### src/rtl/artyz7_led_sequencer.sv
// artyz7_led_sequencer
// Steps an LED pattern (binary count or rotate-left) once every TICK_CYCLES
// enabled clocks, accepts pattern loads through a valid/ready handshake and
// dims the LEDs with a free-running PWM.
// Optional feature macro: ARTYZ7_LED_SEQUENCER_PWM_EN
//   defined   -> PWM counter and brightness dimming are built
//   undefined -> brightness is ignored, LEDs show the pattern at full duty
module artyz7_led_sequencer #(
  parameter int NUM_LEDS    = 4,
  parameter int TICK_CYCLES = 125000000,
  parameter int PWM_WIDTH   = 8
) (
  input  logic                 clk,
  input  logic                 reset_n,
  input  logic                 enable,
  input  logic                 mode,
  input  logic [PWM_WIDTH-1:0] brightness,
  input  logic                 load_valid,
  output logic                 load_ready,
  input  logic [NUM_LEDS-1:0]  load_pattern,
  output logic [NUM_LEDS-1:0]  leds,
  output logic                 tick
);

  localparam int               CNT_W    = $clog2(TICK_CYCLES);
  localparam logic [CNT_W-1:0] CNT_LAST = CNT_W'(TICK_CYCLES - 1);

  logic [CNT_W-1:0]    r_tick_cnt;
  logic [NUM_LEDS-1:0] r_pattern;
  logic                r_out_of_reset;
  logic                r_tick;
  logic [NUM_LEDS-1:0] r_leds;

  logic                w_step;
  logic                w_load;
  logic                w_pwm_on;
  logic [NUM_LEDS-1:0] w_next_pattern;

  assign w_step     = enable && (r_tick_cnt == CNT_LAST);
  assign load_ready = r_out_of_reset && !w_step;
  assign w_load     = load_valid && load_ready;

  // Next pattern for a step: increment (wraps naturally) or rotate left
  always_comb begin
    w_next_pattern = r_pattern + NUM_LEDS'(1);
    if (mode) begin
      w_next_pattern = (r_pattern << 1) | (r_pattern >> (NUM_LEDS - 1));
    end
  end

  // Ready qualifier: low only while reset is held
  always_ff @(posedge clk or negedge reset_n) begin
    if (!reset_n) r_out_of_reset <= 1'b0;
    else          r_out_of_reset <= 1'b1;
  end

  // Tick counter and pattern; a step cycle blocks loads, so the load
  // lands one cycle later on top of the already-stepped pattern
  always_ff @(posedge clk or negedge reset_n) begin
    if (!reset_n) begin
      r_tick_cnt <= '0;
      r_pattern  <= NUM_LEDS'(1);
    end else if (w_load) begin
      r_tick_cnt <= '0;
      r_pattern  <= load_pattern;
    end else if (w_step) begin
      r_tick_cnt <= '0;
      r_pattern  <= w_next_pattern;
    end else if (enable) begin
      r_tick_cnt <= r_tick_cnt + CNT_W'(1);
    end
  end

  // Tick pulse in the cycle following each step cycle
  always_ff @(posedge clk or negedge reset_n) begin
    if (!reset_n) r_tick <= 1'b0;
    else          r_tick <= w_step;
  end

`ifdef ARTYZ7_LED_SEQUENCER_PWM_EN
  logic [PWM_WIDTH-1:0] r_pwm_cnt;

  // Free-running PWM counter, independent of enable
  always_ff @(posedge clk or negedge reset_n) begin
    if (!reset_n) r_pwm_cnt <= '0;
    else          r_pwm_cnt <= r_pwm_cnt + PWM_WIDTH'(1);
  end

  assign w_pwm_on = (r_pwm_cnt < brightness);
`else
  logic w_unused_brightness;
  assign w_unused_brightness = ^brightness;
  assign w_pwm_on            = 1'b1;
`endif

  // Registered LED drive, blanked while disabled
  always_ff @(posedge clk or negedge reset_n) begin
    if (!reset_n)     r_leds <= '0;
    else if (enable)  r_leds <= r_pattern & {NUM_LEDS{w_pwm_on}};
    else              r_leds <= '0;
  end

  assign leds = r_leds;
  assign tick = r_tick;

endmodule

### config.mk
export PLATFORM = sky130hd
export DESIGN_NAME = artyz7_led_sequencer
export DESIGN_NICKNAME = d
export VERILOG_FILES = /design/src/rtl/artyz7_led_sequencer.sv
export SDC_FILE = /design/constraint.sdc
export NUM_CORES = 1
export LEC_CHECK = 0
export CORE_MARGIN = 2
export CORE_UTILIZATION = 25
export CTS_BUF_LIST = sky130_fd_sc_hd__clkbuf_8
export DETAILED_ROUTE_END_ITERATION = 10
export SETUP_SLACK_MARGIN = 0.1
export SLEW_MARGIN = 20
export SYNTH_ARGS = -nofsm -noshare
export SYNTH_HDL_FRONTEND = slang
export SYNTH_SLANG_ARGS = --single-unit
### constraint.sdc
create_clock -name clk -period 5.55 [get_ports clk]
set_input_delay 1.11 -clock clk [delete_from_list [all_inputs] [get_ports clk]]
set_output_delay 1.11 -clock clk [all_outputs]
set_load 0.03 [all_outputs]
# Word level (Yosys, flattened, before mapping)
# Index checks and enable logic that the tools add are counted.
[word_totals] memories=0 latch_bits=0 output_inout_bits=6 in_bits=17 wordCells=22 ramBits=0 romBits=0 ff_bits=37
[op_classes] n_shift=0 reduce_logical=6 bitwise_logic=1 mul=0 eq_ne=1 order_cmp=0 muxes=7 div=0 add_sub_neg=2
[op_table] operator="2-to-1 mux 27 bit" count=3
[op_table] operator="adder 27 x 1 -> 27 bit (second input constant)" count=1
[op_table] operator="equality test 27 bit (second input constant)" count=1
[op_table] operator="2-to-1 mux 4 bit" count=4
[op_table] operator="adder 4 x 1 -> 4 bit (second input constant)" count=1
[op_table] operator="OR 4 x 1 -> 4 bit" count=1
[op_table] operator="logical AND 1 bit" count=3
[op_table] operator="nonzero test 3 bit" count=1
[op_table] operator="nonzero test 2 bit" count=1
[op_table] operator="zero test 1 bit" count=1

# Logic depth before layout (Yosys ltp)
[logic_depth] depth_word=6 depth_mapped=8 mapped_depth_nobuf=6

# Worst setup path before layout
# No wires, ideal clock.
[synth_path] path_kind="input -> output" startpoint="in enable" endpoint="out load_ready" required_time_ns=4.440 stages=4 setup_slack_ns=2.362 arrival_time_ns=2.078 path_buffers=0 cell_sequence="nand4_1 or4_4 nor2_2 nor2b_1"
[synth_via] elab_chain_len=3
[synth_rtl] item="from (decl)" line_no="15" source="input logic enable,"
[synth_rtl] item="logical AND 1 bit" line_no="39" source="assign w_step = enable && (r_tick_cnt == CNT_LAST);"
[synth_rtl] item="net w_step" line_no="34" source="logic w_step;"
[synth_rtl] item="zero test 1 bit" line_no="40" source="assign load_ready = r_out_of_reset && !w_step;"
[synth_rtl] item="logical AND 1 bit" line_no="40"
[synth_rtl] item="to (decl)" line_no="19" source="output logic load_ready,"
# The timed path passes the listed nets, and every way through them passes these cells.

# Worst setup path after layout
# Ends and elaborated chain as after synthesis.

==> results_dict.tcl <==
set metrics [dict create \
    die_w_um 96.5 \
    reg2reg_depth 5 \
    period_share 0.825 \
    holdBufCountCts 0 \
    wirelength_um 5130 \
    grt_pass1_vias 1873 \
    cts_buffers 5 \
    synth_cells 232 \
    syn_nets 251 \
    finalSetupTns_ps 0 \
    antenna_found_initial 0 \
    worst_hold_path_type "register to register" \
    cts_max_path_buffers 2 \
    hold_viol 0 \
    dieArea_um2 9300 \
    place.gp.congestion 0.817 \
    crit_fanout 12 \
    hold_path_depth 1 \
    arrival_ps 3470 \
    p_leak_nw 0.964 \
    pwr-share-clk 0.303 \
    netlist_area_um2 2140 \
    grtUsageTotal 0.120 \
    syn2layout_area_growth_pct 14.2 \
    via_per_inst 5.44 \
    required_ps 4440 \
    cts_root_buf "clkbuf_8" \
    p_int_w 0.000442 \
    cellPowerDensity_nw_per_um2 260 \
    cts_tree "done" \
    finalWorstSetupSlack_ps 973 \
    ys_ff_latch 37 \
    core.rowCount 33 \
    async_flop_share 1.00 \
    dp_slack_ps 953 \
    cp-end-kind "output pin" \
    drive_above_1_share 0.0528 \
    grt_pass1_wl_um 8860 \
    synth_top_area_frac 0.422 \
    place_hpwl_um 3520 \
    diodes 0 \
    route.detailed.drc 0 \
    grt_overflow 0 \
    critPathLaunchType "primary input" \
    fin_crit_ps 4580 \
    clock_sinks 37 \
    reg2reg_slack_ps 2890 \
    yosysUniqueCellTypes 52 \
    r2r_start "r_tick_cnt[15]" \
    yosysSeqAreaShare 0.434 \
    r2r-end "r_tick_cnt[9]" \
    io-pin-count 23 \
    rsz0062_at_grt "no" \
    synth_ff_type "dfrtp_1" \
    maxSlewViolCount 0 \
    fp.dieH_um 96.5 \
    dr.pass1.iters 4 \
    worstSetupPathType "primary input to output pin" \
    yosys.area.top_type "dfrtp_1" \
    drtAntennaViolNets 0 \
    vias 1910 \
    ys_top_cells_by_area "dfrtp_1 (42%), nand2_1 (6.0%), o21ai_0 (3.5%), and3_1 (2.9%), a31oi_1 (2.6%)" \
    synth_most_common_cell "dfrtp_1" \
    final_net_count 264 \
    p_sw_frac 0.303 \
    initial_core_util 0.259 \
    routedWlPerCell_um 14.6 \
    clk_latency_ps 290 \
    port_buffers 14 \
    htree_num_levels 2 \
    power.total_w 0.000634 \
    fmax_mhz 219 \
    cts-resized-gates 0 \
    path_clk_slew_ps 70 \
    slew_headroom 0.361 \
    core_area_um2 8260 \
    seq_power_share 0.547 \
    synth.yosys.warnings 0 \
    drt_iter0_drc 108 \
    peakVddDrop_v 0.0000786 \
    synth_edf_count 0 \
    n_fill_cell 885 \
    setup_viol 0 \
    grt_max_degree 38 \
    post_cts_buffers 0 \
    status "completed" \
    maxCapViolCount 0 \
    avgSynthCellArea_um2 9.21 \
    combPwrFrac 0.150 \
    tightest_slew_ps 958 \
    switching_power_w 0.000192 \
    min_from "r_tick_cnt[0]" \
    holdPathEnd "r_tick_cnt[0]" \
    synthTopCellsByCount "dfrtp_1 (36), nand2_1 (34), o21ai_0 (15)" \
    clock_skew_ps 9.48 \
]
[kinds of logic (layout without fill, tap and decap cells)]
group / Yosys count / after routing / synth area share
and+or+nand+nor: 111 / 111 / 0.296
AOI/OAI and AO/OA: 63 / 63 / 0.197
DFF: 37 / 37 / 0.434
buffers and inverters: 11 / 25 / 0.0299
xor gates and xnor gates: 5 / 5 / 0.0205
adders and majority gates: 2 / 2 / 0.0117
muxes: 2 / 2 / 0.00937
other: 1 / 1 / 0.00175
[sequential cells by signal (all words and copies together), names as in the netlist]
signal          count
r_tick_cnt         27
leds                4
r_pattern           4
r_out_of_reset      1
tick                1
[power by group through the flow]
stage	sequential (W)	clock (W)	combinational (W)
6_report	0.000347	0.000192	0.0000951
4_1_cts	0.000346	0.000197	0.0000971
5_1_grt	0.000354	0.000206	0.000109
3_3_place_gp	0.000348	0	0.0000937
2_1_floorplan	0.000336	0	0.0000718
3_5_place_dp	0.000350	0	0.0000973
[final cells by class]
class | instances | area, um2 | share of cell area
sequential | 37 | 927 | 0.380
timing repair buffer | 14 | 135 | 0.0554
multi-input combinational | 184 | 1150 | 0.470
clock buffer | 6 | 82.6 | 0.0338
inverter | 3 | 11.3 | 0.00461
clock inverter | 2 | 7.51 | 0.00308
tap | 105 | 131 | 0.0538
[cell usage in the layout, fill, tap and decap left out, types with 3 or more instances in the layout]
master and n:
clkbuf_8 6, nor3b_1 3, nor3_1 4, or4_1 3, and2_1 5, nand4_1 8, nor4_1 6, a21oi_1 10
a31oi_1 9, and3_1 10, nand2_1 34, nor2_1 4, inv_1 5, xnor2_1 5, or3_1 4, o21ai_0 15
dfrtp_1 36, nand2b_1 3, clkdlybuf4s50_1 13, o31a_1 3, and4_1 3, a21o_1 4, o211ai_1 5, a211oi_1 3
nand3_1 10
[worst max-delay path, cell delays in order]
cell	delay (ps)
clkdlybuf4s50_1	750
nand4_1	140
or4_4	460
nor2_2	320
nor2b_1	80
clkdlybuf4s50_1	600
[through the flow]
step	util	area, um2	hold WS (ps)	std cells
2_1_floorplan	-	2140	460	232
3_3_place_gp	0.285	2350	522	343
3_5_place_dp	0.285	2350	528	343
4_1_cts	0.296	2440	540	351
5_1_grt	0.296	2440	582	351
6_report	0.296	2440	547	351
[worst max-delay path by stage]
stage	startpoint	end	slack [ps]	depth (start not counted)
after floorplan	enable	load_ready	2360	4
after global placement	enable	load_ready	950	6
after detailed placement	enable	load_ready	950	6
after CTS	enable	load_ready	960	6
after global routing	enable	load_ready	860	6
final	enable	load_ready	970	6
[routing by layer]
metal / track usage / share of wire / vias up
li1: - / - / 920
met1: 0.161 / 0.49 / 941
met2: 0.197 / 0.46 / 40
met3: 0.0233 / 0.039 / 9
met4: 0.0364 / 0.018 / 0
met5: 0 / 0 / -
(Power assumes the default switching activity.)
